### src/rtl/trace_capture_buffer.sv
// trace_capture_buffer: multi-channel circular trace buffer captured around a programmable trigger.
module trace_capture_buffer #(
  parameter int WIDTH = 16,
  parameter int CH = 4,
  parameter int DEPTH = 16,
  localparam int AW = $clog2(DEPTH),
  localparam int CW = (CH > 1) ? $clog2(CH) : 1
) (
  input  logic                  clk_i,
  input  logic                  rst_i,
  input  logic [CH*WIDTH-1:0]   probe_i,
  input  logic                  sample_en_i,
  input  logic                  arm_i,
  input  logic [CW-1:0]         trig_ch_i,
  input  logic [WIDTH-1:0]      trig_val_i,
  input  logic [AW:0]           post_count_i,
  input  logic [AW-1:0]         rd_addr_i,
  input  logic [CW-1:0]         rd_ch_i,
  output logic [WIDTH-1:0]      rd_data_o,
  output logic [1:0]            state_o,
  output logic [AW:0]           fill_o,
  output logic [AW-1:0]         trig_pos_o
);
  typedef enum logic [1:0] {IDLE = 2'b00, ARMED = 2'b01, POST = 2'b10, DONE = 2'b11} state_e;
  state_e                state_q;
  logic [AW-1:0]         wr_ptr_q, trig_phys_q, post_q, post_left_q, oldest, rd_phys;
  logic [AW:0]           fill_q;
  logic [WIDTH-1:0]      rd_data_q, trig_sel, rd_sel;
  logic                  trig_ok, hit, we;
  logic [CH*WIDTH-1:0]   mem_q [DEPTH];
  // channel selects only match in-range indices, so trig_ch >= CH never triggers
  always_comb begin
    trig_ok = 1'b0;
    trig_sel = '0;
    rd_sel = '0;
    for (int c = 0; c < CH; c++) begin
      if (trig_ch_i == CW'(c)) begin
        trig_ok = 1'b1;
        trig_sel = probe_i[c*WIDTH +: WIDTH];
      end
      if (rd_ch_i == CW'(c)) rd_sel = mem_q[rd_phys][c*WIDTH +: WIDTH];
    end
  end
  assign hit = sample_en_i && trig_ok && trig_sel == trig_val_i;
  assign we = sample_en_i && !arm_i && (state_q == ARMED || state_q == POST);
  assign oldest = fill_q[AW] ? wr_ptr_q : '0;
  assign rd_phys = oldest + rd_addr_i;
  always_ff @(posedge clk_i or posedge rst_i) begin
    if (rst_i) begin
      state_q <= IDLE;
      wr_ptr_q <= '0;
      fill_q <= '0;
      trig_phys_q <= '0;
      post_q <= '0;
      post_left_q <= '0;
      rd_data_q <= '0;
    end else begin
      rd_data_q <= rd_sel;
      if (arm_i) begin
        state_q <= ARMED;
        wr_ptr_q <= '0;
        fill_q <= '0;
        post_q <= post_count_i[AW] ? AW'(DEPTH - 1) : post_count_i[AW-1:0];
      end else if (we) begin
        wr_ptr_q <= wr_ptr_q + 1'b1;
        fill_q <= fill_q[AW] ? fill_q : fill_q + 1'b1;
        if (state_q == ARMED && hit) begin
          trig_phys_q <= wr_ptr_q;
          post_left_q <= post_q;
          state_q <= (post_q == '0) ? DONE : POST;
        end
        if (state_q == POST) begin
          post_left_q <= post_left_q - 1'b1;
          if (post_left_q == AW'(1)) state_q <= DONE;
        end
      end
    end
  end
  // storage is not reset; a read colliding with a write sees the old word
  always_ff @(posedge clk_i) begin
    if (we) mem_q[wr_ptr_q] <= probe_i;
  end
  assign rd_data_o = rd_data_q;
  assign state_o = state_q;
  assign fill_o = fill_q;
  assign trig_pos_o = trig_phys_q - oldest;
endmodule

### config.mk
export PLATFORM = sky130hd
export DESIGN_NAME = trace_capture_buffer
export DESIGN_NICKNAME = d
export VERILOG_FILES = /design/src/rtl/trace_capture_buffer.sv
export SDC_FILE = /design/constraint.sdc
export NUM_CORES = 1
export LEC_CHECK = 0
export BUFFER_PORTS_ARGS = -buffer_cell sky130_fd_sc_hd__buf_2
export CAP_MARGIN = 30
export CORE_MARGIN = 1.5
export CORE_UTILIZATION = 43
export CTS_CLUSTER_DIAMETER = 30
export CTS_CLUSTER_SIZE = 8
export DETAILED_ROUTE_END_ITERATION = 8
export HOLD_SLACK_MARGIN = 0.02
export SYNTH_ARGS = -nofsm -noshare
export SYNTH_HDL_FRONTEND = slang
export SYNTH_SLANG_ARGS = --single-unit
### constraint.sdc
create_clock -name clk_i -period 11.55 [get_ports clk_i]
set_input_delay 0.5775 -clock clk_i [delete_from_list [all_inputs] [get_ports clk_i]]
set_output_delay 0.5775 -clock clk_i [all_outputs]
set_load 0.01 [all_outputs]
### Word level (Yosys, flattened, before mapping)

Memory sizes are Yosys's and may differ from the RTL's.
Cells that the tools add are included.

* register bits: 39
* RAM bits: 1024
* input bits: 97
* output and inout bits: 27
* memories: 1

* add/subtract/negate cells: 5
* equality and inequality tests: 11
* multiplexer cells: 29
* bitwise operators: 1
* reductions and logical operators: 15

Memory list
* mem_q: words 16, width 64, rd ports 1, clocked after memory_dff 0, write ports 1, RTL line 30 `logic [CH*WIDTH-1:0] mem_q [DEPTH];`

Operators with widths (count)
* 2-to-1 mux 16 bit: 8
* 2-to-1 mux 4 bit: 6
* equality test 16 bit: 1
* 2-to-1 mux 5 bit: 3
* equality test 2 bit, second input constant: 5
* 2-to-1 mux 2 bit: 5
* 2-to-1 mux 1 bit: 7
* equality test 2 x 1 -> 1 bit, second input constant: 3
* AND reduction 3 bit: 2
* adder 5 x 1 -> 5 bit, second input constant: 1
* logical AND 1 bit: 5
* adder 4 x 1 -> 4 bit, second input constant: 1
* adder 4 bit: 1
* equality test 4 x 1 -> 1 bit, second input constant: 1
* logical NOT 2 bit: 2
* logical NOT 4 bit: 1
* nonzero test 2 bit: 2
* subtractor 4 x 1 -> 4 bit, second input constant: 1
* subtractor 4 bit: 1
* != test 2 bit, second input constant: 1
* AND reduction 2 bit: 1
* logical NOT 1 bit: 1
* logical OR 1 bit: 1
* NOT 1 bit: 1

### Depth between registers and ports, before layout

Gate-level depths: netlist of the first run.

* depth after elaboration: 13
* gate-level depth with buffers: 13

### Worst setup path before layout of the first run

OpenSTA, ideal clock, no wires.

* path type: reg-to-reg
* start: register state_q[0] (netlist: state_o[0])
* end: memory mem_q[0][0] (netlist name), enable pin
* setup time: 565 ps
* arrival: 5980 ps
* required time: 10985 ps
* path slack: 5005 ps
* cell stages (with the launch flop): 8
* buffers on the path: 1
* clock period less this slack: 6545 ps
* cell sequence: dfrtp_1 -> inv_1 -> ha_1 -> nand2b_1 -> clkbuf_1 -> nor2_1 -> nand2_1 -> nor3_1

* word-level cells in the longest chain between the ends: 5
* elaborated cells between the ends (all ways): 6
* classes of those cells: eq/ne (2); mux (2); reduce/logical (2)

RTL lines
* start, declared: RTL line 25 `state_e state_q;`
* start signal, assigned: RTL line 70 `state_q <= (post_q == '0) ? DONE : POST;`
* equality test 2 x 1 -> 1 bit / equality test 2 bit (equally long branches): RTL line 45 `assign we = sample_en_i && !arm_i && (state_q == ARMED || state_q == POST);`
* logical OR 1 bit (*): RTL line 45
* logical AND 1 bit (*): RTL line 45
* 2-to-1 mux 1 bit (*): RTL line 81 `if (we) mem_q[wr_ptr_q] <= probe_i;`
* 2-to-1 mux 1 bit (not written as such) (*): RTL line 81
* end, declared: RTL line 30

Every way passes the cells marked *; elsewhere a longest branch is shown, timed or not.

### Worst setup path after layout of the first run

* start: register fill_q[4] (netlist: fill_o[4])
* end: register rd_data_q[6] (netlist: rd_data_o[6])

* word-level cells in the longest chain between the ends: 7

RTL lines
* start, declared: RTL line 27 `logic [AW:0] fill_q;`
* start signal, assigned: RTL line 66 `fill_q <= fill_q[AW] ? fill_q : fill_q + 1'b1;`
* 2-to-1 mux 4 bit (*): RTL line 46 `assign oldest = fill_q[AW] ? wr_ptr_q : '0;`
* adder 4 bit (*): RTL line 47 `assign rd_phys = oldest + rd_addr_i;`
* memory (16 x 64 bit) (*)
* 2-to-1 mux 16 bit (3 in series): RTL line 41 `if (rd_ch_i == CW'(c)) rd_sel = mem_q[rd_phys][c*WIDTH +: WIDTH];`
* 2-to-1 mux 16 bit (*): RTL line 41
* named net rd_sel[6]: RTL line 28 `logic [WIDTH-1:0] rd_data_q, trig_sel, rd_sel;`
* end signal, assigned: RTL line 58 `rd_data_q <= rd_sel;`
* end, declared: RTL line 28

Mark *: on every way through the listed nets, which the timed path passes. The rest lies on a longest branch.
A chain may end at the register's enable or synchronous reset.

==> run_results.csv, run 1 <==
group,metric,value,unit
power_and_ir_drop,pwr-share-comb,0.042,
critical_path,critPathKind,"register to register",
synthesis,synth_edf_count,1024,
cells_and_area,areaGrowthSynthToFinish,22.01,%
sta,fin_ws,6.889,ns
critical_path,path_max_fanout,68,
power_and_ir_drop,p_clk_frac,0.543,
synthesis,yosysWarnings,0,
place,hpwl,60120,µm
route,dr_total_vias,21120,
route,wl,107800,µm
die,start_util,0.4330,
sta,slew_headroom,0.3345,
sta,setup_viol,0,
synthesis,synth_compound_area_frac,0.02239,
die,core-area,0.09642,mm²
critical_path,path_cells,"and2_1, ha_4, inv_1, fa_4, buf_4, buf_16, buf_4, mux4_2, and2_1, a211oi_1, a31oi_1, a211oi_1, a21oi_1",
critical_path,cpPeakStageDelay,0.85,ns
route,drt_pass1_iterations,7,
power_and_ir_drop,switching_share,0.2068,
place,portBuffers,123,
critical_path,cp.buffers_inverters,4,
run_status,status,"finished, final reports clean",
place,pre_cts_slack,6.625,ns
critical_path,slowest_stage,"buf_4",
route,drc,0,
global_route,grt_pass1_wl,154600,µm
synthesis,synthAdderAreaFrac,0.005454,
sta,timing.final.hold_violations,0,
synthesis,synth-seq-area-share,0.7599,
power_and_ir_drop,switchingPower,2.135,mW
sta,drv_slew,0,
cts,post_cts_buffers,0,
global_route,grt-ovfl-total,0,
route,ant_nets,0,
synthesis,ys.flop_type,"edfxtp_1",
synthesis,yosys.area_share.simple,0.02008,
route,drt_iter0_drc,2246,
global_route,grt_max_degree,125,
sta,grt_setup_unrepaired,"false",
critical_path,crit_arrival,5.28,ns
cts,clock_latency,0.76,ns
die,die-area,0.09897,mm²
cells_and_area,drive_gt1_frac,0.3284,
cells_and_area,final_nets,2306,
cts,cts_resized,0,
cts,cts_buffers,199,
place,place_congestion,0.7604,
cts,clock_path_buffers,3,
die,ioPinCount,124,
global_route,grt_antenna_before_repair,31,
sta,finalClockSkew,0.02893,ns
synthesis,netlist_instances,1912,
synthesis,ys_ff_latch,1063,
power_and_ir_drop,peakVddDrop,0.1218,mV
synthesis,syn-num-nets,2026,
die,fp.dieW,314.6,µm
cts,cts_hold_buf,4,
synthesis,synth_xor_area_frac,0.006083,
sta,min_period,4.661,ns
cts,cts_num_sinks,1063,
sta,timing.fmax,214.5,MHz
synthesis,synthArstFlopShare,0.03669,
critical_path,crit_family,"buffers and inverters",
cts,cts.clk_slew.worst_paths,0.05,ns
power_and_ir_drop,intPower,8.189,mW
critical_path,endpoint_kind,"register",
synthesis,synth_cell_types,51,
sta,worst_pin_slew,0.9982,ns
job,maxCapViolCount,0,
power_and_ir_drop,power_frac_seq,0.416,
sta,whs,0.07792,ns
synthesis,synth_area,0.04175,mm²
route,wl_per_cell,29.70,µm
critical_path,worstPathRequired,12.17,ns
cells_and_area,finish.utilization,0.5283,
power_and_ir_drop,fin_total_pwr,10.32,mW
synthesis,synth_area_per_cell,21.84,µm²
power_and_ir_drop,cellLeakagePower,16.92,nW
cts,clockRootBuffer,"clkbuf_16",
sta,fin_crit_sh,0.4036,
cts,cts_tree,"built",
sta,fin_setup_tns,0,ns
global_route,grt_pass1_vias,21920,
die,fp.dieH,314.6,µm
critical_path,start_kind,"register",
route,via_per_inst,5.816,
synthesis,muxShareOfSynthArea,0.1733,
synthesis,synth_top_family_by_area,"multiplexers",
hold_path,hold_path_class,"primary input to register",
die,num_rows,114,
cts,htreeDepth,4,
cells_and_area,fillers,7428,
global_route,track_usage,0.2222,
power_and_ir_drop,p_per_area,202.7,mW/mm²
## stage by stage
| stage | instance area [µm²] | std cells |
|---|---|---|
| after detailed placement | 44190 | 3259 |
| after floorplan | 41750 | 1912 |
| after global placement | 44040 | 3252 |
| after global routing | 50930 | 3627 |
| final | 50940 | 3631 |
| after CTS | 50820 | 3620 |
## cells in the final DEF, fill, tap and decap left out, types with 18 or more instances in the layout
| master | n |
|---|---|
| edfxtp_1 | 1024 |
| mux4_2 | 278 |
| clkbuf_16 | 202 |
| buf_2 | 124 |
| nand2_1 | 88 |
| mux2i_1 | 86 |
| a211oi_1 | 48 |
| buf_4 | 46 |
| clkbuf_1 | 41 |
| dfrtp_1 | 39 |
| clkinv_1 | 34 |
| and2_1 | 28 |
| bufinv_16 | 25 |
| a21oi_1 | 24 |
| clkinv_2 | 21 |
| a311oi_1 | 18 |
## path summary, 6_finish.rpt
check | start | endpoint | slack (ns) | depth (start not counted)
setup / recovery | fill_o[4] | rd_data_o[6] | 6.89 | 13
hold / removal | post_count_i[2] | post_q[2] | 0.08 | 2
setup reg to reg | fill_o[4] | rd_data_o[6] | 6.89 | 13
hold reg to reg | trig_phys_q[2] | trig_phys_q[2] | 0.49 | 1
max in group asynchronous | rst_i | rd_data_o[9] | 10.66 | 4
min in group asynchronous | rst_i | rd_data_o[2] | 0.34 | 3
## power groups by stage
stage	clock, mW	sequential, mW	combinational [mW]
after CTS	5.69	4.29	0.431
after floorplan	0	4.35	0.241
final	5.61	4.29	0.429
after global routing	5.87	4.29	0.459
after global placement	0	4.36	0.418
after detailed placement	0	4.36	0.428
## layer usage
layer	up-vias	track usage	part of all wire
met5	-	0	0.0016
met4	26	0.07386	0.023
met1	11220	0.3059	0.41
met2	1004	0.3395	0.47
met3	205	0.06733	0.099
li1	8667	-	-
## registers in the layout (all words and copies together), names as in the netlist
signal / count
post_left_q: 4
trig_phys_q: 4
wr_ptr_q: 4
state_o: 2
rd_data_o: 16
mem_q: 1024
fill_o: 5
post_q: 4
## kinds of logic after synthesis
| kind of cell | after synthesis |
|---|---|
| and+or+nand+nor | 178 |
| muxes | 370 |
| adders and majority gates | 17 |
| xor gates and xnor gates | 29 |
| buffers and inverters | 125 |
| DFF | 1063 |
| AOI/OAI and AO/OA | 130 |
## synth_stat cells (all sizes together) (2+ instances only)
cell / count / area [µm²]
and2: 29 / 181.4
nor2b: 3 / 18.77
xor2: 17 / 148.9
a21oi: 24 / 120.1
a311oi: 18 / 157.7
edfxtp: 1024 / 30750
nand3: 7 / 35.03
or3: 2 / 17.52
o22a: 4 / 35.03
buf: 48 / 247.7
a31oi: 14 / 87.58
nor3b: 2 / 15.01
mux2i: 86 / 860.8
dfrtp: 39 / 975.9
mux2: 3 / 33.78
nor2: 26 / 105.1
clkbuf: 59 / 221.5
nand2: 88 / 330.3
xnor2: 12 / 105.1
fa: 2 / 40.04
nor3: 6 / 30.03
nor4: 3 / 18.77
nand4: 4 / 31.28
a211oi: 49 / 372.9
ha: 15 / 187.7
inv: 18 / 67.56
o211ai: 2 / 15.01
nand2b: 6 / 37.54
a21o: 3 / 22.52
o21ai: 8 / 40.04
mux4: 281 / 6340
## final cells by class
cell class / count / area (µm²) / share of cell area
Clock buffer: 246 / 5250 / 0.1031
Timing Repair Buffer: 186 / 1291 / 0.02535
Inverter: 18 / 67.56 / 0.001326
Clock inverter: 111 / 1339 / 0.02628
Sequential cell: 1063 / 31730 / 0.6228
Tap cell: 1276 / 1597 / 0.03134
Antenna cell: 7 / 17.52 / 0.0003439
Multi-Input combinational cell: 724 / 9653 / 0.1895
(Power assumes the default switching activity.)
==> run 2, diff against run 1 <==
Settings changed: ABC_AREA set to 1.
Clock period 11.55 ns to 4 ns, I/O delays scaled along.
==> run_results.csv, run 2 <==
group,metric,value,unit
run_status,status,"finished, final reports clean",
sta,timing.final.hold_violations,0,
synthesis,synth_cell_types,44,
critical_path,worstPathRequired,4.68,ns
hold_path,hold_path_class,"primary input to register",
cells_and_area,final_common_cell,"edfxtp_1",
cts,clock_latency,0.79,ns
synthesis,yosysTopAreaCellShare,0.7213,
cells_and_area,fillers,8071,
synthesis,synthAdderAreaFrac,0.005342,
cells_and_area,drive_gt1_frac,0.1479,
global_route,grt_pass1_vias,28500,
cells_and_area,final_cell_area,0.05291,mm²
critical_path,cpPeakStageDelay,0.75,ns
route,wl_per_cell,25.65,µm
cells_and_area,final_cell_mix,"edfxtp_1, nand2_1, o21ai_0, nor2_1, nand3_1",
sta,setup_viol,0,
power_and_ir_drop,p_per_area,575.9,mW/mm²
synthesis,ys.flop_type,"edfxtp_1",
synthesis,synth_top_family_by_area,"simple AND/OR/NAND/NOR gates",
sta,finalClockSkew,0.04274,ns
synthesis,muxShareOfSynthArea,0,
sta,timing.fmax,275.9,MHz
cells_and_area,finish.utilization,0.5384,
critical_path,endpoint_kind,"register",
route,drc,0,
cts,cts_buffers,203,
synthesis,synth_compound_area_frac,0.1080,
global_route,track_usage,0.2559,
global_route,grt_pass1_wl,190300,µm
critical_path,crit_family,"buffers and inverters",
global_route,grt_antenna_before_repair,7,
synthesis,yosysWarnings,0,
global_route,grt_max_degree,181,
critical_path,start_kind,"register",
cts,post_cts_buffers,0,
critical_path,slowest_stage,"fa_4",
synthesis,netlist_instances,3346,
die,core-area,0.09828,mm²
die,fp.dieH,317.9,µm
power_and_ir_drop,cellLeakagePower,18.36,nW
place,portBuffers,123,
synthesis,synth_edf_count,1024,
critical_path,crit_arrival,4.31,ns
synthesis,yosysMostFrequentCell,"edfxtp_1",
sta,fin_ws,0.3758,ns
critical_path,path_max_fanout,35,
route,wl,130200,µm
place,hpwl,67680,µm
synthesis,synth_area_per_cell,12.74,µm²
die,ioPinCount,124,
cells_and_area,largest_register,"mem_q",
route,dr_total_vias,29470,
synthesis,yosys.area_share.simple,0.1141,
power_and_ir_drop,peakVddDrop,0.4393,mV
synthesis,ys_ff_latch,1063,
global_route,grt-ovfl-total,0,
cts,cts_tree,"built",
die,num_rows,115,
cts,cts.clk_slew.worst_paths,0.04,ns
synthesis,synthArstFlopShare,0.03669,
die,die-area,0.1010,mm²
sta,fin_crit_sh,0.9060,
cts,cts_resized,0,
sta,drv_slew,0,
synthesis,yosysTopAreaCell,"edfxtp_1",
route,drt_iter0_drc,3275,
cts,clockRootBuffer,"clkbuf_16",
synthesis,syn-num-nets,3460,
route,ant_nets,0,
die,fp.dieW,317.9,µm
synthesis,synth_common_cells,"edfxtp_1, nand2_1, o21ai_0, nor2_1, nand3_1",
route,drt_pass1_iterations,6,
job,maxCapViolCount,0,
place,pre_cts_slack,0.4039,ns
sta,grt_setup_unrepaired,"false",
synthesis,synth_xor_area_frac,0.001820,
cells_and_area,final_nets,3736,
cts,cts_num_sinks,1063,
cts,htreeDepth,4,
synthesis,synth_area,0.04263,mm²
synthesis,synth-seq-area-share,0.7442,
cells_and_area,regArea,0.03173,mm²
die,start_util,0.4338,
route,via_per_inst,5.808,
cts,clock_path_buffers,3,
critical_path,path_cells,"nand2_1, inv_1, ha_4, inv_1, fa_4, inv_8, buf_12, buf_4, o21ai_0, o22ai_1, nand2_1, nand3_1, nand3_1, nand4_1",
cells_and_area,multi_input_area,0.009986,mm²
synthesis,synth_area_leaders,"edfxtp_1, o21ai_0, nand2_1, nor2_1, o22ai_1",
cells_and_area,largest_reg_flops,1024,
sta,min_period,3.624,ns
place,place_congestion,0.8308,
sta,worst_pin_slew,1.011,ns
critical_path,cp.buffers_inverters,5,
cells_and_area,areaGrowthSynthToFinish,24.12,%
place,dpl-instance-area,0.04537,mm²
critical_path,critPathKind,"register to register",
sta,slew_headroom,0.3252,
## run 2: cell type report
cell class	count	share of cell area
timing repair buffer	292	0.04957
antenna	2	0.00009459
tap	1287	0.03043
clock inverter	117	0.02596
sequential	1063	0.5996
multi-input combinational	2003	0.1887
inverter	59	0.004588
clock buffer	252	0.1010
## run 2: worst min-delay path: cells and delay by family
| family | cells | cell delay [ns] |
|---|---|---|
| buf+inv | 2 | 0.18 |
| simple gates | 5 | 0.33 |
| xor+xnor | 1 | 0.15 |
## run 2: kinds of logic after synthesis
family	count (synthesis)
flops	1063
simple gates	1171
buf+inv	280
xor+xnor	8
compound gates	807
fa+ha+maj	17
## run 2: what timing repair did
action,4_1_cts,5_1_grt
hold buffers,82,0
hold endpoints to repair,1058,0
setup endpoints to repair,0,0
## run 2: power by group
part | internal (mW) | switching [mW] | leakage, nW
Combinational | 0.490 | 1.17 | 5.41
Clock | 10.8 | 5.62 | 3.23
Sequential | 12.4 | 0.0613 | 9.72
Total | 23.6 | 6.84 | 18.4
## run 2: stage by stage
stage                     instances  TNS [ns]  hold WS [ns]  total power [mW]
after floorplan                3346   -247.05        0.2989             13.41
after global placement         4621         0        0.4234             14.15
after detailed placement       4622         0        0.4279             14.17
after CTS                      5073         0       0.08805             30.61
after global routing           5075         0        0.1526             31.33
final                          5075         0        0.1328             30.47
## run 2: worst paths after layout
kind                                  end  cells past startpoint  slack, ns            from
hold / removal                 state_o[0]                      8       0.13   trig_val_i[7]
max in group asynchronous    rd_data_o[2]                      4       3.04           rst_i
setup / recovery             rd_data_o[8]                     14       0.38       fill_o[4]
setup reg to reg             rd_data_o[8]                     14       0.38       fill_o[4]
hold reg to reg            trig_phys_q[0]                      2       0.48  trig_phys_q[0]
min in group asynchronous     wr_ptr_q[2]                      3       0.15           rst_i
## run 2: metal layers
metal	share of wire	wire length, µm	vias up	global-route usage
met2	0.48	62420	1389	0.4101
met1	0.41	53740	14850	0.3522
met4	0.025	3241	6	0.08248
li1	-	-	13010	-
met5	0.00031	40	-	0
met3	0.083	10750	227	0.04993
